===== src/rtl/glip_uart_pkg.sv =====
// Shared definitions for the GLIP UART receiver/transmitter family.
//   par_mode_e      : parity mode (none / even / odd)
//   rx_state_e      : receiver FSM state encoding
//   calc_sample_div : clock cycles per oversample tick, clamped to at least 1
package glip_uart_pkg;

    typedef enum logic [1:0] {
        ParNone,
        ParEven,
        ParOdd
    } par_mode_e;

    typedef enum logic [2:0] {
        StIdle,
        StStart,
        StData,
        StParity,
        StStop,
        StBreak
    } rx_state_e;

    function automatic int unsigned calc_sample_div(input int unsigned freq,
                                                    input int unsigned baud,
                                                    input int unsigned oversample);
        int unsigned div;
        div = freq / (baud * oversample);
        return (div < 1) ? 1 : div;
    endfunction

endpackage


===== src/rtl/glip_uart_sample_tick.sv =====
// Oversample tick generator: free-running divider with synchronous clear.
// Ports:
//   clk  : clock
//   rst  : asynchronous active-high reset
//   clr  : hold the counter at 0 (no tick while asserted)
//   tick : one-cycle pulse every DIV cycles
module glip_uart_sample_tick #(
    parameter int unsigned DIV = 4
) (
    input  logic clk,
    input  logic rst,
    input  logic clr,
    output logic tick
);

    localparam int unsigned CW = (DIV > 1) ? $clog2(DIV) : 1;
    localparam logic [CW-1:0] Last = CW'(DIV - 1);

    logic [CW-1:0] cnt_q, cnt_d;

    always_comb begin
        cnt_d = cnt_q;
        tick  = 1'b0;
        if (clr) begin
            cnt_d = '0;
        end else if (cnt_q == Last) begin
            cnt_d = '0;
            tick  = 1'b1;
        end else begin
            cnt_d = cnt_q + CW'(1);
        end
    end

    always_ff @(posedge clk or posedge rst) begin
        if (rst) begin
            cnt_q <= '0;
        end else begin
            cnt_q <= cnt_d;
        end
    end

endmodule


===== src/rtl/glip_uart_rx_framed.sv =====
// Parametrised UART receiver: 5..8 data bits, none/even/odd parity, 1 or 2 stop
// bits, 3-sample majority vote per bit, break detection, one-entry holding
// register with valid/ready handshake and overrun reporting.
// Ports:
//   clk, rst     : clock, asynchronous active-high reset
//   rx           : asynchronous serial input, idle high
//   out_data     : received word (LSB first on the line)
//   out_valid    : holding register full
//   out_ready    : consumer accepts the word this cycle
//   err_parity   : pulse, parity mismatch (word dropped)
//   err_frame    : pulse, a stop bit sampled low (word dropped)
//   err_overrun  : pulse, good word dropped because the holding register was full
//   break_det    : pulse when a break ends
module glip_uart_rx_framed
    import glip_uart_pkg::*;
#(
    parameter int unsigned FREQ       = 0,  // must be overridden
    parameter int unsigned BAUD       = 115200,
    parameter int unsigned OVERSAMPLE = 16,
    parameter int unsigned DATA_BITS  = 8,
    parameter string       PARITY     = "NONE",
    parameter int unsigned STOP_BITS  = 1
) (
    input  logic                 clk,
    input  logic                 rst,
    input  logic                 rx,
    output logic [DATA_BITS-1:0] out_data,
    output logic                 out_valid,
    input  logic                 out_ready,
    output logic                 err_parity,
    output logic                 err_frame,
    output logic                 err_overrun,
    output logic                 break_det
);

    localparam par_mode_e ParMode = (PARITY == "EVEN") ? ParEven :
                                    (PARITY == "ODD")  ? ParOdd  : ParNone;
    localparam int unsigned SampleDiv = calc_sample_div(FREQ, BAUD, OVERSAMPLE);
    localparam int unsigned SW = $clog2(OVERSAMPLE);
    localparam logic [SW-1:0] SampA    = SW'(OVERSAMPLE / 2 - 1);
    localparam logic [SW-1:0] SampB    = SW'(OVERSAMPLE / 2);
    localparam logic [SW-1:0] SampC    = SW'(OVERSAMPLE / 2 + 1);
    localparam logic [SW-1:0] SampLast = SW'(OVERSAMPLE - 1);
    localparam logic [2:0]    LastData = 3'(DATA_BITS - 1);
    localparam logic [2:0]    LastStop = 3'(STOP_BITS - 1);

    logic                 rx_meta_q, rx_sync_q;
    rx_state_e            state_q, state_d;
    logic [SW-1:0]        samp_cnt_q, samp_cnt_d;
    logic [1:0]           smp_q, smp_d;
    logic [2:0]           bit_cnt_q, bit_cnt_d;
    logic [DATA_BITS-1:0] shift_q, shift_d;
    logic                 par_err_q, par_err_d;
    logic                 any_one_q, any_one_d;
    logic                 stop_bad_q, stop_bad_d;
    logic [DATA_BITS-1:0] out_data_q, out_data_d;
    logic                 out_valid_q, out_valid_d;
    logic                 err_parity_q, err_parity_d;
    logic                 err_frame_q, err_frame_d;
    logic                 err_overrun_q, err_overrun_d;
    logic                 break_q, break_d;

    logic tick, decide, bit_val, exp_par, stop_bad_now, any_now, deliver;

    // Divider is held in IDLE so sample phase is aligned to the start edge.
    glip_uart_sample_tick #(
        .DIV (SampleDiv)
    ) u_tick (
        .clk  (clk),
        .rst  (rst),
        .clr  (state_q == StIdle),
        .tick (tick)
    );

    assign decide       = tick && (samp_cnt_q == SampC);
    // Third sample is taken live at the decision tick.
    assign bit_val      = (smp_q[0] & smp_q[1]) | (smp_q[0] & rx_sync_q) | (smp_q[1] & rx_sync_q);
    assign exp_par      = (^shift_q) ^ (ParMode == ParOdd);
    assign stop_bad_now = stop_bad_q | ~bit_val;
    assign any_now      = any_one_q | bit_val;

    always_comb begin
        state_d       = state_q;
        samp_cnt_d    = samp_cnt_q;
        smp_d         = smp_q;
        bit_cnt_d     = bit_cnt_q;
        shift_d       = shift_q;
        par_err_d     = par_err_q;
        any_one_d     = any_one_q;
        stop_bad_d    = stop_bad_q;
        out_data_d    = out_data_q;
        out_valid_d   = out_valid_q;
        err_parity_d  = 1'b0;
        err_frame_d   = 1'b0;
        err_overrun_d = 1'b0;
        break_d       = 1'b0;
        deliver       = 1'b0;

        // Sample counter keeps running across states so each decision happens
        // mid-bit and the next bit's samples land in the following bit period.
        if (state_q == StIdle) begin
            samp_cnt_d = '0;
        end else if (tick) begin
            samp_cnt_d = (samp_cnt_q == SampLast) ? '0 : samp_cnt_q + SW'(1);
            if (samp_cnt_q == SampA) smp_d[0] = rx_sync_q;
            if (samp_cnt_q == SampB) smp_d[1] = rx_sync_q;
        end

        unique case (state_q)
            StIdle: begin
                if (!rx_sync_q) begin
                    state_d    = StStart;
                    bit_cnt_d  = '0;
                    par_err_d  = 1'b0;
                    any_one_d  = 1'b0;
                    stop_bad_d = 1'b0;
                end
            end
            StStart: begin
                if (decide) state_d = bit_val ? StIdle : StData;
            end
            StData: begin
                if (decide) begin
                    shift_d   = {bit_val, shift_q[DATA_BITS-1:1]};
                    any_one_d = any_now;
                    if (bit_cnt_q == LastData) begin
                        bit_cnt_d = '0;
                        state_d   = (ParMode == ParNone) ? StStop : StParity;
                    end else begin
                        bit_cnt_d = bit_cnt_q + 3'd1;
                    end
                end
            end
            StParity: begin
                if (decide) begin
                    any_one_d = any_now;
                    par_err_d = (bit_val != exp_par);
                    state_d   = StStop;
                end
            end
            StStop: begin
                if (decide) begin
                    if (bit_cnt_q == LastStop) begin
                        state_d = StIdle;
                        if (!any_now) begin
                            state_d = StBreak;
                        end else if (stop_bad_now) begin
                            err_frame_d = 1'b1;
                        end else if (par_err_q) begin
                            err_parity_d = 1'b1;
                        end else begin
                            deliver = 1'b1;
                        end
                    end else begin
                        bit_cnt_d  = bit_cnt_q + 3'd1;
                        stop_bad_d = stop_bad_now;
                        any_one_d  = any_now;
                    end
                end
            end
            StBreak: begin
                if (rx_sync_q) begin
                    break_d = 1'b1;
                    state_d = StIdle;
                end
            end
            default: state_d = StIdle;
        endcase

        // A consume in the same cycle frees the slot for the new word.
        if (deliver) begin
            if (!out_valid_q || out_ready) begin
                out_data_d  = shift_q;
                out_valid_d = 1'b1;
            end else begin
                err_overrun_d = 1'b1;
            end
        end else if (out_valid_q && out_ready) begin
            out_valid_d = 1'b0;
        end
    end

    always_ff @(posedge clk or posedge rst) begin
        if (rst) begin
            rx_meta_q     <= 1'b1;
            rx_sync_q     <= 1'b1;
            state_q       <= StIdle;
            samp_cnt_q    <= '0;
            smp_q         <= 2'b11;
            bit_cnt_q     <= '0;
            shift_q       <= '0;
            par_err_q     <= 1'b0;
            any_one_q     <= 1'b0;
            stop_bad_q    <= 1'b0;
            out_data_q    <= '0;
            out_valid_q   <= 1'b0;
            err_parity_q  <= 1'b0;
            err_frame_q   <= 1'b0;
            err_overrun_q <= 1'b0;
            break_q       <= 1'b0;
        end else begin
            rx_meta_q     <= rx;
            rx_sync_q     <= rx_meta_q;
            state_q       <= state_d;
            samp_cnt_q    <= samp_cnt_d;
            smp_q         <= smp_d;
            bit_cnt_q     <= bit_cnt_d;
            shift_q       <= shift_d;
            par_err_q     <= par_err_d;
            any_one_q     <= any_one_d;
            stop_bad_q    <= stop_bad_d;
            out_data_q    <= out_data_d;
            out_valid_q   <= out_valid_d;
            err_parity_q  <= err_parity_d;
            err_frame_q   <= err_frame_d;
            err_overrun_q <= err_overrun_d;
            break_q       <= break_d;
        end
    end

    assign out_data    = out_data_q;
    assign out_valid   = out_valid_q;
    assign err_parity  = err_parity_q;
    assign err_frame   = err_frame_q;
    assign err_overrun = err_overrun_q;
    assign break_det   = break_q;

endmodule


===== config.mk =====
export PLATFORM = sky130hd
export DESIGN_NAME = glip_uart_rx_framed
export DESIGN_NICKNAME = d
export VERILOG_FILES = /design/src/rtl/glip_uart_pkg.sv /design/src/rtl/glip_uart_sample_tick.sv /design/src/rtl/glip_uart_rx_framed.sv
export SDC_FILE = /design/constraint.sdc
export NUM_CORES = 1
export LEC_CHECK = 0
export CORE_ASPECT_RATIO = 1.1
export CORE_MARGIN = 5
export CORE_UTILIZATION = 41
export CTS_CLUSTER_SIZE = 12
export DETAILED_ROUTE_END_ITERATION = 12
export HOLD_SLACK_MARGIN = 0.1
export PLACE_DENSITY = 0.65
export SLEW_MARGIN = 20
export SYNTH_ARGS = -nofsm -noshare
export SYNTH_HDL_FRONTEND = slang
export SYNTH_SLANG_ARGS = --single-unit

===== constraint.sdc =====
create_clock -name clk -period 6.5 [get_ports clk]
set_input_delay 1.3 -clock clk [delete_from_list [all_inputs] [get_ports clk]]
set_output_delay 1.3 -clock clk [all_outputs]
set_load 0.005 [all_outputs]

Word level (Yosys, flattened, before mapping)
Cells that the tools add are included.
- bitwise logic cells: 9
- equality and inequality tests: 22
- reductions and logical operators: 24
- $add $sub $neg: 3
- multiplexer cells: 58
- operators with widths (cell ; number):
    $mux 3 ; 14
    $mux 1 ; 35
    $ne 2x2->1 const B ; 9
    $pmux 3 s6 ; 1
    $eq 4x4->1 const B ; 3
    $mux 4 ; 3
    $reduce_and 5->1 ; 2
    $eq 3x3->1 const B ; 3
    $pmux 3 s3 ; 1
    $reduce_and 3->1 ; 3
    $reduce_and 8->1 ; 1
    $reduce_bool 2->1 ; 4
    $reduce_xor 8->1 ; 1
    $eq 3x2->1 const B ; 2
    $logic_not 3->1 ; 2
    $reduce_and 2->1 ; 3
    $reduce_bool 3->1 ; 2
    $add 4x1->4 const B ; 1
    $eq 4x3->1 const B ; 1
    $ne 2x1->1 const B ; 2
    $or 1x1->1 ; 4
    $pmux 1 s2 ; 2
    $reduce_and 4->1 ; 1
    $add 3x1->3 const B ; 1
    other kinds (11) ; 15
- register bits after elaboration: 39
- bits of input ports: 4

Longest topological paths before layout
- depth after elaboration: 12
- mapped depth: 9

By module
Synthesis repeated with hierarchy kept, for this count alone.
- cell total of the unflattened synthesis: 160
- area, all modules: 1896.8 µm²
- modules (own cells, without submodules) (module ; sequential area each (µm²) ; times used ; cells an instance ; area each (µm²)):
    glip_uart_rx_framed ; 955.9 ; 1 ; 159 ; 1893.1
    glip_uart_sample_tick ; 0.0 ; 1 ; 1 ; 3.8

Least setup slack after synthesis
OpenSTA, ideal clock, no wires.
- path type: register to register
- start: register rx_sync_q
- end: register out_data_q[0], in the netlist out_data[0]
- path buffers: 2
- stages on the path, launching flop included: 8
- period minus slack after synthesis: 2142 ps
- arrival time: 2017 ps
- setup slack: 4358 ps
- cell sequence: dfstp_2 buf_4 maj3_2 nand4_2 or4_4 nor2b_2 buf_6 mux2_4
- longest elaborated chain between the ends: 11
- elaborated cells between the ends (all ways): 13
- those cells by class: mux (5); bitwise (7); reduce/logical (1)
- ends and longest elaborated chain (element ; line ; RTL):
    start, declared ; glip_uart_rx_framed.sv:47 ; logic rx_meta_q, rx_sync_q;
    start signal, assigned ; glip_uart_rx_framed.sv:203 ; rx_sync_q <= rx_meta_q;
    $and 1x1->1 ; glip_uart_rx_framed.sv:77 ; assign bit_val = (smp_q[0] & smp_q[1]) | (smp_q[0] & rx_sync_q) | (smp_q[1] & rx_sync_q);
    $or 1x1->1 ; glip_uart_rx_framed.sv:77 ;
    $or 1x1->1 * ; glip_uart_rx_framed.sv:77 ;
    $not 1->1 ; glip_uart_rx_framed.sv:79 ; assign stop_bad_now = stop_bad_q | ~bit_val;
    $or 1x1->1 ; glip_uart_rx_framed.sv:79 ;
    $mux 1 ; glip_uart_rx_framed.sv:147 ; end else if (stop_bad_now) begin
    $mux 1 * ; glip_uart_rx_framed.sv:145 ; if (!any_now) begin
    $mux 1 * ; glip_uart_rx_framed.sv:143 ; if (bit_cnt_q == LastStop) begin
    $mux 1 * ; glip_uart_rx_framed.sv:142 ; if (decide) begin
    $mux 1 * ; glip_uart_rx_framed.sv:109 ; unique case (state_q)
    $reduce_and 2->1 (no line) * ; - ;
    end signal, assigned ; glip_uart_rx_framed.sv:212 ; out_data_q <= out_data_d;
    end, declared ; glip_uart_rx_framed.sv:56 ; logic [DATA_BITS-1:0] out_data_q, out_data_d;
Every way passes the cells marked *; elsewhere a longest branch is shown, timed or not.
A chain may end at the register's enable or synchronous reset.

Final worst setup path
- start: input out_ready
- end: register out_data_q[7], in the netlist out_data[7]
- longest elaborated chain between the ends: 2
- ends and longest elaborated chain (element ; line ; RTL):
    start, declared ; glip_uart_rx_framed.sv:29 ; input logic out_ready,
    $logic_or 1x1->1 ; glip_uart_rx_framed.sv:172 ; if (!out_valid_q || out_ready) begin
    $reduce_and 2->1 (no line) ; - ;
Every way passes these cells.

==> key figures <==
Outcome
  – Status: finished, final reports clean

Route
  – Antenna viol nets, final: 0
  – Vias/cell: 5.28
  – Drt total wl: 3.26 mm
  – Initial DRC Count: 103
  – Routed WL per cell: approximately 15 um
  – Drt first pass iters: 4
  – Residual DRC: 0
  – Vias: 1,177

Critical path
  – CP Launch Type: primary input
  – Reg-to-Reg End: out_data[7]
  – CP Capture Point: out_data[7]
  – Crit path DAT: roughly 2.7 ns
  – FF-to-FF path depth: 7
  – CP Class: in2reg
  – R2R Setup Slk: 3.94 ns
  – Launching point of the worst reg2reg path: samp_cnt_q[1]
  – CP Max Fanout: 8
  – Critical Path Start: out_ready
  – Worst setup EP type: flop
  – CP required: 6.67 ns

Power and ir drop
  – Psw: 207 uW
  – Pwr/cell area: around 310 nW/um^2
  – Clock power share: 30.1%
  – Switching share of power: between 30% and 40%
  – Seq pwr share: 46.3%
  – Int Pwr: 455 uW
  – Combinational power share: 23.6%
  – Leakage power: 0.00100 uW
  – VDD IR-drop max: about 0.11 mV

Die
  – Die W: roughly 75 um
  – Starting Density: 42.9%
  – Die Ht: approximately 80 um
  – IO Pins: 17
  – Die area: 6040 sq um
  – Row count: 25
  – Core Region: 4380 sq um

Place
  – Placed insts: 216
  – Placer congestion estimate: 0.792
  – I/O Buffers: 16
  – HPWL after DPL: between 2 and 2.5 mm

Global routing
  – GR Overflow Total: 0
  – Largest net degree at the start of global routing: 39
  – Total GRT Usage: 12.9%
  – Antenna violations before repair: 0
  – Global-route wire length before repair: 6.00 mm
  – Via count of the first global-routing pass: 1,266

Yosys
  – Most frequent cell after synthesis: dfrtp_1
  – Post-synthesis async set-or-reset flop share: 100%
  – Yosys cell types: 46
  – Number of synthesized flops with an enable pin: 0
  – Cell count after synthesis: ~150
  – Largest cells by area after synthesis: dfrtp_1, mux2_2, mux2_4
  – Syn avg cell area: 12.3 sq um
  – Most common flop cell mapped by yosys: dfrtp_1
  – Top-area cell type share of the netlist area: 45.2%
  – Register area share after synthesis: 50.8%
  – Syn nets: 163
  – Top cells by count, synth: dfrtp_1, mux2_2, mux2_4, xnor2_1
  – Syn. warnings: 0
  – Yosys reg bits: 38
  – Netlist Area Pre-Place: 1880 sq um
  – Area leader, netlist: dfrtp_1

Clocking
  – Clock sinks: 38
  – Clk pin slew, worst setup/hold paths: roughly 0.070 ns
  – Post-CTS Hold Buffers: 0
  – Post-CTS sizing: 0
  – Clock latency on the worst-skew pair: 0.28 ns
  – CTS Buffer Depth: 2
  – Root buffer cell: clkbuf_8
  – Total setup buffers inserted after CTS: 0
  – Total CTS buffers: 5
  – CTS tree: built
  – Htree depth: 2

STA
  – Final hold vios: 0
  – Worst Tran Pin Value: approximately 0.60 ns
  – Max-slew violation count: 0
  – Layout Skew: 0.00599 ns
  – Setup TNS: 0 ns
  – Fmax: 389 MHz
  – Min Tclk post-route: 2.57 ns
  – RSZ-0062 raised after global routing: no
  – Final Cycle Share: 39.6%
  – Slew HR: 59.5%
  – Setup violators final: 0

Hold path
  – Hold Path Class: reg2reg

Finish
  – Fin nets: 179
  – Layout area overhead: 15.3%
  – Share of layout cells above drive strength 1: 22.5%
  – Diode count: 0
  – Final core utilization: around half
  – Cell Count, Final, Fillers Out: 223

Job
  – Max-Cap Viols: 0
## placed cells by master (no fill, tap or decap), types with 3 or more instances in the layout
cell type / n
dfrtp_1: 34
clkdlybuf4s50_1: 16
xnor2_1: 8
ha_1: 6
dfstp_2: 4
clkbuf_8: 6
nand2_1: 7
nor2_1: 5
nor3_1: 4
mux2_2: 11
mux2i_1: 3
inv_1: 7
a31oi_1: 4
mux2_4: 8
o21ai_0: 5
## sequential cells by signal, indices dropped and copies added, names as in the netlist
name and cells:
any_one_q 1, bit_cnt_q 3, break_det 1, err_frame 1, err_overrun 1, err_parity 1, out_data 8, out_valid 1
par_err_q 1, rx_meta_q 1, rx_sync_q 1, samp_cnt_q 4, shift_q 8, smp_q 2, state_q 3, stop_bad_q 1
## layer usage
metal | up-vias | GRT usage [%] | routed length [um]
li1 | 572 | - | -
met5 | - | 0 | 0
met4 | 0 | 4.63 | 44
met1 | 584 | 16.5 | 1480
met3 | 5 | 4.70 | 134
met2 | 16 | 20.1 | 1600
## per-stage QoR
step / worst slack, ns / power (uW) / hold slack (ns) / cell area [sq um]
finish: 3.93 / 662 / 0.356 / 2170
global route: 3.77 / 709 / 0.360 / 2170
CTS: 3.91 / 669 / 0.357 / 2170
detailed placement: 3.62 / 466 / 0.347 / 2060
global placement: 3.67 / 457 / 0.347 / 2060
floorplan: 4.35 / 433 / 0.345 / 1880
## logic make-up after synthesis
family	share of synthesized area (%)
AND/OR/NAND/NOR	12.0
multiplexers	14.6
AO/OA/AOI/OAI	8.25
adder cells (fa/ha/maj)	5.12
buffers and inverters	4.59
flip-flops	50.8
XOR/XNOR	4.66
## worst min-delay path by stage
| stage | start | to | cells past startpoint |
|---|---|---|---|
| 2_1_floorplan | rx_meta_q | rx_sync_q | 0 |
| 3_3_place_gp | rx_meta_q | rx_sync_q | 0 |
| 3_5_place_dp | rx_meta_q | rx_sync_q | 0 |
| 4_1_cts | rx_meta_q | rx_sync_q | 0 |
| 5_1_grt | rx_meta_q | rx_sync_q | 0 |
| 6_report | rx_meta_q | rx_sync_q | 0 |
## worst max-delay path: stages
cell and delay, ns:
clkdlybuf4s50_1 0.45, nand2b_1 0.12, nor2b_2 0.52, mux2_4 0.35
## power groups by stage
| stage | logic [uW] | clock network (uW) | registers [uW] |
|---|---|---|---|
| 2_1_floorplan | 148 | 0 | 285 |
| 3_3_place_gp | 149 | 0 | 308 |
| 3_5_place_dp | 156 | 0 | 310 |
| 4_1_cts | 158 | 205 | 306 |
| 5_1_grt | 177 | 218 | 313 |
| 6_report | 156 | 199 | 307 |
## cell type report
type,count,area (sq um)
multi-input cells,100,838
clock buffers,6,82.6
flip-flops and latches,38,956
clock inverters,1,30.0
fillers,401,2210
well taps,54,67.6
repair buffers,17,168
inverters,7,26.3
No activity file was read; power rests on OpenSTA's default activity.
